[config.mk]
export PLATFORM = sky130hd
export DESIGN_NAME = seg_scan_ctrl
export DESIGN_NICKNAME = d
export VERILOG_FILES = /design/src/rtl/seg_pkg.sv /design/src/rtl/bcd_shift_conv.sv /design/src/rtl/seg_scan_ctrl.sv
export SDC_FILE = /design/constraint.sdc
export NUM_CORES = 1
export LEC_CHECK = 0
export ABC_AREA = 0
export ABC_CLOCK_PERIOD_IN_PS = 6800
export BUFFER_PORTS_ARGS = -buffer_cell sky130_fd_sc_hd__buf_2
export CAP_MARGIN = 0
export CORE_UTILIZATION = 55
export DETAILED_ROUTE_END_ITERATION = 10
export MAX_ROUTING_LAYER = met4
export PLACE_DENSITY = 0.78
export SYNTH_ARGS = -nofsm -noshare
export SYNTH_HDL_FRONTEND = slang
export SYNTH_SLANG_ARGS = --single-unit
[constraint.sdc]
create_clock -name clk -period 6.8 [get_ports clk]
set_input_delay 0.34 -clock clk [delete_from_list [all_inputs] [get_ports clk]]
set_output_delay 0.34 -clock clk [all_outputs]
set_load 0.03 [all_outputs]
[src/rtl/seg_pkg.sv]
// seg_pkg: shared definitions for the seven-segment scan controller.
//   - SEG_0..SEG_9, SEG_BLANK, SEG_DASH: segment patterns, bit order {a,b,c,d,e,f,g,dp},
//     active-high, dp always 0.
//   - conv_state_e: state encoding of the shift-add-3 BCD converter.
//   - bcd_to_seg(): BCD nibble to segment pattern (non-decimal nibbles map to blank).
package seg_pkg;

   localparam logic [7:0] SEG_0     = 8'b1111_1100;
   localparam logic [7:0] SEG_1     = 8'b0110_0000;
   localparam logic [7:0] SEG_2     = 8'b1101_1010;
   localparam logic [7:0] SEG_3     = 8'b1111_0010;
   localparam logic [7:0] SEG_4     = 8'b0110_0110;
   localparam logic [7:0] SEG_5     = 8'b1011_0110;
   localparam logic [7:0] SEG_6     = 8'b1011_1110;
   localparam logic [7:0] SEG_7     = 8'b1110_0000;
   localparam logic [7:0] SEG_8     = 8'b1111_1110;
   localparam logic [7:0] SEG_9     = 8'b1110_0110;
   localparam logic [7:0] SEG_BLANK = 8'h00;
   localparam logic [7:0] SEG_DASH  = 8'b0000_0010;

   typedef enum logic [1:0] {
      StIdle,
      StShift,
      StDone
   } conv_state_e;

   function automatic logic [7:0] bcd_to_seg(input logic [3:0] nib);
      logic [7:0] seg;
      case (nib)
         4'd0:    seg = SEG_0;
         4'd1:    seg = SEG_1;
         4'd2:    seg = SEG_2;
         4'd3:    seg = SEG_3;
         4'd4:    seg = SEG_4;
         4'd5:    seg = SEG_5;
         4'd6:    seg = SEG_6;
         4'd7:    seg = SEG_7;
         4'd8:    seg = SEG_8;
         4'd9:    seg = SEG_9;
         default: seg = SEG_BLANK;
      endcase
      return seg;
   endfunction

endpackage

[src/rtl/bcd_shift_conv.sv]
// bcd_shift_conv: sequential shift-add-3 (double dabble) binary-to-BCD converter.
// Converts a 9-bit and a 7-bit value in parallel over exactly 9 shift cycles.
// Ports:
//   clk, reset            - clock, asynchronous active-high reset
//   start                 - accepted only in IDLE; captures bin_a / bin_b
//   bin_a [8:0]           - first value (0-511), three BCD digits
//   bin_b [6:0]           - second value (0-99 meaningful), two BCD digits
//   busy                  - high from the capture edge until return to IDLE
//   done                  - high during the single DONE cycle; digits are final
//   a_hun/a_ten/a_one     - BCD digits of bin_a
//   b_ten/b_one           - BCD digits of bin_b (hundreds carry discarded)
module bcd_shift_conv
   import seg_pkg::*;
(
   input  logic       clk,
   input  logic       reset,
   input  logic       start,
   input  logic [8:0] bin_a,
   input  logic [6:0] bin_b,
   output logic       busy,
   output logic       done,
   output logic [3:0] a_hun,
   output logic [3:0] a_ten,
   output logic [3:0] a_one,
   output logic [3:0] b_ten,
   output logic [3:0] b_one
);

   conv_state_e state_q, state_d;
   logic [8:0]  sh_a_q, sh_a_d;
   logic [8:0]  sh_b_q, sh_b_d;
   logic [11:0] bcd_a_q, bcd_a_d;
   logic [7:0]  bcd_b_q, bcd_b_d;
   logic [3:0]  cnt_q, cnt_d;
   logic        busy_q, busy_d;

   function automatic logic [3:0] add3(input logic [3:0] n);
      return (n >= 4'd5) ? n + 4'd3 : n;
   endfunction

   // Top nibble: its bit 3 would shift out of the accumulator, so only 3 bits are kept.
   function automatic logic [2:0] add3_lo(input logic [3:0] n);
      return (n >= 4'd5) ? 3'(n + 4'd3) : n[2:0];
   endfunction

   always_ff @(posedge clk or posedge reset) begin
      if (reset) begin
         state_q <= StIdle;
         sh_a_q  <= '0;
         sh_b_q  <= '0;
         bcd_a_q <= '0;
         bcd_b_q <= '0;
         cnt_q   <= '0;
         busy_q  <= 1'b0;
      end else begin
         state_q <= state_d;
         sh_a_q  <= sh_a_d;
         sh_b_q  <= sh_b_d;
         bcd_a_q <= bcd_a_d;
         bcd_b_q <= bcd_b_d;
         cnt_q   <= cnt_d;
         busy_q  <= busy_d;
      end
   end

   always_comb begin
      state_d = state_q;
      sh_a_d  = sh_a_q;
      sh_b_d  = sh_b_q;
      bcd_a_d = bcd_a_q;
      bcd_b_d = bcd_b_q;
      cnt_d   = cnt_q;
      busy_d  = busy_q;
      case (state_q)
         StIdle: begin
            if (start) begin
               sh_a_d  = bin_a;
               sh_b_d  = {2'b00, bin_b};
               bcd_a_d = '0;
               bcd_b_d = '0;
               cnt_d   = '0;
               busy_d  = 1'b1;
               state_d = StShift;
            end
         end
         StShift: begin
            bcd_a_d = {add3_lo(bcd_a_q[11:8]), add3(bcd_a_q[7:4]), add3(bcd_a_q[3:0]),
                       sh_a_q[8]};
            bcd_b_d = {add3_lo(bcd_b_q[7:4]), add3(bcd_b_q[3:0]), sh_b_q[8]};
            sh_a_d  = {sh_a_q[7:0], 1'b0};
            sh_b_d  = {sh_b_q[7:0], 1'b0};
            cnt_d   = cnt_q + 4'd1;
            if (cnt_q == 4'd8) begin
               state_d = StDone;
            end
         end
         StDone: begin
            busy_d  = 1'b0;
            state_d = StIdle;
         end
         default: begin
            state_d = StIdle;
            busy_d  = 1'b0;
         end
      endcase
   end

   assign busy  = busy_q;
   assign done  = (state_q == StDone);
   assign a_hun = bcd_a_q[11:8];
   assign a_ten = bcd_a_q[7:4];
   assign a_one = bcd_a_q[3:0];
   assign b_ten = bcd_b_q[7:4];
   assign b_one = bcd_b_q[3:0];

endmodule

[src/rtl/seg_scan_ctrl.sv]
// seg_scan_ctrl: eight-digit seven-segment scan controller.
// Snapshots menuState/seconds, converts them to BCD with bcd_shift_conv, commits the digits
// atomically and time-multiplexes them onto two segment buses (digits 1-4 and 5-8).
// Digits 2-4: menuState, digits 7-8: seconds (dash if >99), digits 1,5,6: blank.
// Optional feature macro: SEG_LEADING_ZERO_BLANK_EN blanks leading zeros of menuState.
// Ports:
//   clk, reset                - clock, asynchronous active-high reset
//   menuState [8:0]           - value shown on digits 2-4
//   seconds [6:0]             - value shown on digits 7-8
//   busy                      - BCD conversion in progress
//   tub_sel1..tub_sel8        - digit enables, active-high, two high per scan slot
//   tub_control1/2 [7:0]      - segment buses for digits 1-4 / 5-8, {a..g,dp}
module seg_scan_ctrl
   import seg_pkg::*;
#(
   parameter int unsigned SCAN_DIV = 100000
) (
   input  logic       clk,
   input  logic       reset,
   input  logic [8:0] menuState,
   input  logic [6:0] seconds,
   output logic       busy,
   output logic       tub_sel1,
   output logic       tub_sel2,
   output logic       tub_sel3,
   output logic       tub_sel4,
   output logic       tub_sel5,
   output logic       tub_sel6,
   output logic       tub_sel7,
   output logic       tub_sel8,
   output logic [7:0] tub_control1,
   output logic [7:0] tub_control2
);

   localparam int unsigned PW = (SCAN_DIV > 1) ? $clog2(SCAN_DIV) : 1;
   localparam logic [PW-1:0] PRE_LAST = PW'(SCAN_DIV - 1);

   logic [8:0]    snap_menu_q;
   logic [6:0]    snap_sec_q;
   logic          snap_valid_q;
   logic          mismatch, start;
   logic          conv_busy, conv_done;
   logic [3:0]    a_hun, a_ten, a_one, b_ten, b_one;
   logic [7:0]    hun_seg, ten_seg, one_seg, sec_ten_seg, sec_one_seg;
   logic [7:0]    disp2_q, disp3_q, disp4_q, disp7_q, disp8_q;
   logic [PW-1:0] pre_q;
   logic [1:0]    slot_q;
   logic [7:0]    sel_d, sel_q;
   logic [7:0]    ctl1_d, ctl1_q, ctl2_d, ctl2_q;

   // Change detection only while the converter is idle; mid-conversion changes are picked
   // up by the compare that follows DONE.
   assign mismatch = !snap_valid_q || ({menuState, seconds} != {snap_menu_q, snap_sec_q});
   assign start    = !conv_busy && mismatch;

   bcd_shift_conv u_conv (
      .clk   (clk),
      .reset (reset),
      .start (start),
      .bin_a (menuState),
      .bin_b (seconds),
      .busy  (conv_busy),
      .done  (conv_done),
      .a_hun (a_hun),
      .a_ten (a_ten),
      .a_one (a_one),
      .b_ten (b_ten),
      .b_one (b_one)
   );

   always_ff @(posedge clk or posedge reset) begin
      if (reset) begin
         snap_menu_q  <= '0;
         snap_sec_q   <= '0;
         snap_valid_q <= 1'b0;
      end else begin
         if (start) begin
            snap_menu_q <= menuState;
            snap_sec_q  <= seconds;
         end
         if (conv_done) begin
            snap_valid_q <= 1'b1;
         end
      end
   end

   always_comb begin
      hun_seg     = bcd_to_seg(a_hun);
      ten_seg     = bcd_to_seg(a_ten);
      one_seg     = bcd_to_seg(a_one);
      sec_ten_seg = bcd_to_seg(b_ten);
      sec_one_seg = bcd_to_seg(b_one);
`ifdef SEG_LEADING_ZERO_BLANK_EN
      if (a_hun == 4'd0) begin
         hun_seg = SEG_BLANK;
         if (a_ten == 4'd0) begin
            ten_seg = SEG_BLANK;
         end
      end
`endif
      // The converter drops the seconds hundreds carry, so range is judged on the snapshot.
      if (snap_sec_q > 7'd99) begin
         sec_ten_seg = SEG_DASH;
         sec_one_seg = SEG_DASH;
      end
   end

   always_ff @(posedge clk or posedge reset) begin
      if (reset) begin
         disp2_q <= SEG_BLANK;
         disp3_q <= SEG_BLANK;
         disp4_q <= SEG_BLANK;
         disp7_q <= SEG_BLANK;
         disp8_q <= SEG_BLANK;
      end else if (conv_done) begin
         disp2_q <= hun_seg;
         disp3_q <= ten_seg;
         disp4_q <= one_seg;
         disp7_q <= sec_ten_seg;
         disp8_q <= sec_one_seg;
      end
   end

   always_ff @(posedge clk or posedge reset) begin
      if (reset) begin
         pre_q  <= '0;
         slot_q <= '0;
      end else if (pre_q == PRE_LAST) begin
         pre_q  <= '0;
         slot_q <= slot_q + 2'd1;
      end else begin
         pre_q  <= pre_q + 1'b1;
      end
   end

   always_comb begin
      sel_d  = 8'h11 << slot_q;
      ctl1_d = SEG_BLANK;
      ctl2_d = SEG_BLANK;
      unique case (slot_q)
         2'd0: begin ctl1_d = SEG_BLANK; ctl2_d = SEG_BLANK; end
         2'd1: begin ctl1_d = disp2_q;   ctl2_d = SEG_BLANK; end
         2'd2: begin ctl1_d = disp3_q;   ctl2_d = disp7_q;   end
         2'd3: begin ctl1_d = disp4_q;   ctl2_d = disp8_q;   end
      endcase
   end

   always_ff @(posedge clk or posedge reset) begin
      if (reset) begin
         sel_q  <= '0;
         ctl1_q <= SEG_BLANK;
         ctl2_q <= SEG_BLANK;
      end else begin
         sel_q  <= sel_d;
         ctl1_q <= ctl1_d;
         ctl2_q <= ctl2_d;
      end
   end

   assign busy         = conv_busy;
   assign tub_sel1     = sel_q[0];
   assign tub_sel2     = sel_q[1];
   assign tub_sel3     = sel_q[2];
   assign tub_sel4     = sel_q[3];
   assign tub_sel5     = sel_q[4];
   assign tub_sel6     = sel_q[5];
   assign tub_sel7     = sel_q[6];
   assign tub_sel8     = sel_q[7];
   assign tub_control1 = ctl1_q;
   assign tub_control2 = ctl2_q;

endmodule

==> results.md <==
- Post-synthesis simple-gate area fraction: 0.116
- FFs w/ async S/R, synth: 1.00
- R2R Path Start: snap_menu_q[2]$_DFFE_PP0P_
- Pre-CTS WS: about 4500 ps
- DRC: 0
- Yosys top cell area share: 0.497
- CP Max Fanout: 17
- LEAKAGE: 3.52 nW
- Core Box Area: between 10,000 and 15,000 µm²
- Mapped Area: 6740 µm²
- Post-CTS Resized: 0
- Max-Slew Margin vs Limit: 0.337
- Post-CTS Setup Bufs: 0
- Ys flop type: dfrtp_1
- Worst Hold Class: in -> async
- First-pass GRT wire length: around 23,000 µm
- Sequential fraction of the synthesis area: 0.497
- Detailed Route WL: 13,400 µm
- TritonCTS clock tree: built
- Crit start category: flop
- # IOs: 43
- Post-route clock period utilization: 0.338
- Post-Route Setup TNS: 0 ps
- Final Power: 1.78 mW
- Clock-pin slew on the worst setup and hold paths: 60 ps
- Layout Utilization: 0.634
- Die ar.: 12,700 µm²
- Slew @ Worst Pin: 992 ps
- Drt via density: between 5 and 6
- Clock tree buffer depth: 2
- Max-slew violation count: 0
- Reg-to-reg endpoint: u_conv.sh_b_q[5]$_DFFE_PP0P_
- Final min period: 2300 ps
- Synth Area in Adders: 0.0705
- Dpl hpwl: 9060 µm
- Post-synth EDFFs: 0
- Initial antenna violation count: 0
- H-tree levels: 4
- Fraction of layout cells with a size suffix above 1: 0.141
- Status: finished clean
- Starting Density: 0.564
- Top post-synthesis cells by area: dfrtp_1 50%, ha_1 7.1%, o21ai_0 5.4%, nand2_1 4.3%, a21oi_1 3.7%
- XOR/XNOR Fraction of Synth Area: 0.0520
- Mapped Avg Cell Area: 9.83 µm²
- Total grt overflow: 0
- Reg2Reg Depth: 6
- Crit path from: snap_menu_q[2]$_DFFE_PP0P_
- Largest net degree at the start of global routing: 69
- Area Overhead vs Synth: 12.4%
- Compound-gate portion of the synthesized area: 0.191
- Setup CP Type: reg -> reg
- Area leader, netlist: dfrtp_1
- Main combinational cell family by area after synthesis: compound AO/OA/AOI/OAI gates
- Yosys reg bits: 134
- DR vias: 5,025
- DR WL/cell: 15.5 µm
- Hold Vio Cnt, Final: 0
- DRT Pass-1 Iters: 7
- RSZ-0062 raised after global routing: no
- Most frequent cell after synthesis: dfrtp_1
- Final Wtd Congestion: 0.901
- Mux contribution to synthesized area: 0.0267
- Clock root buffer: clkbuf_16
- Worst vdd ir: roughly 0.20 mV
- Synth warn: 0
- Ant. Diodes: 0
- Cell Pwr Density: 234 nW/µm²
- Distinct cells, synth: 49
- # rows: 40
- Worst reg2reg setup slack: 4500 ps
- Vias in the first global route: 4,844
- Die Wd: about 110 µm
- CP endpoint kind: flop
- Final setup vio count: 0
- Clk_lat worst skew: 420 ps
- Total CTS buffers: 17
- Clock skew: 9.50 ps
- Critical Path RT: 7130 ps
- Detailed Route Iter0 Violations: 357
- Most instantiated cells after synthesis: 134 x dfrtp_1, 77 x nand2_1, 73 x o21ai_0
- Gr usage total: 0.238
- Fmax: 435 MHz
- Antenna viol nets, final: 0
- Mapped Cells: ~690
- Chip height: 113 µm
- Cts hold-fix bufs: 0
- Final net count: 764
- CP arrival: ~2600 ps
- Max-cap violation count: 0
- Final setup margin: 4500 ps
- Clock sinks: 134
- PortBufs: 40
==> metal layers <==
layer,part of all wire,global-route usage,vias to the layer above
met5,0,-,-
met4,0.013,0.0978,0
met3,0.047,0.0600,19
met2,0.48,0.356,133
met1,0.46,0.313,2410
li1,-,-,2463
==> registers in the layout (all words and copies together) (netlist names), 7 cells and up <==
signal          count
pre_q              17
u_conv.bcd_b_q      8
snap_menu_q         9
u_conv.sh_b_q       9
disp8_q             7
disp4_q             7
u_conv.sh_a_q       9
tub_control2        7
snap_sec_q          7
disp3_q             7
disp7_q             7
u_conv.bcd_a_q     12
tub_control1        7
disp2_q             7
==> metrics by stage <==
stage | cell area, µm² | cells | hold slack (ps)
detailed placement | 6970 | 836 | 454
global route | 7580 | 868 | 142
floorplan | 6750 | 687 | 434
global placement | 6970 | 836 | 463
CTS | 7580 | 868 | 92.3
finish | 7580 | 868 | 56.4
==> logic make-up after synthesis <==
kind of cell | count (synthesis)
other | 1
adder cells (fa/ha/maj) | 38
flip-flops | 134
AND/OR/NAND/NOR | 172
buffers and inverters | 73
AO/OA/AOI/OAI | 212
multiplexers | 16
XOR/XNOR | 40
==> area by class of cell <==
| type | count | area [µm²] |
|---|---|---|
| repair buffers | 44 | 230 |
| flip-flops and latches | 134 | 3350 |
| fillers | 918 | 4380 |
| clock inverters | 14 | 171 |
| clock buffers | 18 | 439 |
| inverters | 31 | 119 |
| well taps | 147 | 184 |
| multi-input cells | 480 | 3080 |
==> power by group <==
part,leakage [nW],internal (mW),switching [mW]
logic,1.58,0.00895,0.0240
registers,1.65,0.799,0.00176
clock network,0.294,0.589,0.354
==> cell usage in the layout, fill, tap and decap left out, types with 3 or more instances in the layout <==
cell        instances
a211oi_1            6
a21oi_1            50
a222oi_1            7
a22o_1             14
a31oi_1             4
buf_2              40
buf_4               4
bufinv_16           3
clkbuf_16          17
clkinv_2            3
clkinvlp_4          3
dfrtp_1           134
ha_1               38
inv_1              28
inv_6               5
mux2_2             16
nand2_1            77
nand2b_1           10
nand3_1            12
nand4_1             3
nor2_1             43
nor2b_1             3
nor3_1              8
nor4_1              3
o211ai_1            6
o21ai_0            73
o22a_1              3
o22ai_1            30
o31ai_1             8
xnor2_1            14
xor2_1             26
==> how the worst max path moves through the flow <==
stage | end | depth (start not counted)
3_5_place_dp | u_conv.sh_b_q[5]$_DFFE_PP0P_ | 7
4_1_cts | u_conv.sh_b_q[5]$_DFFE_PP0P_ | 6
6_report | u_conv.sh_b_q[5]$_DFFE_PP0P_ | 6
2_1_floorplan | disp2_q[1]$_DFFE_PP0N_ | 1
5_1_grt | u_conv.sh_b_q[5]$_DFFE_PP0P_ | 6
3_3_place_gp | u_conv.sh_a_q[0]$_DFFE_PP0P_ | 7
==> worst max-delay path, stage by stage (launching register included) <==
cell and delay, ps:
dfrtp_1 390, xor2_1 170, nor4_1 300, nand4_1 240, o211ai_2 700, o22ai_1 190
a21oi_1 220
Power figures use the tool's default switching activity.
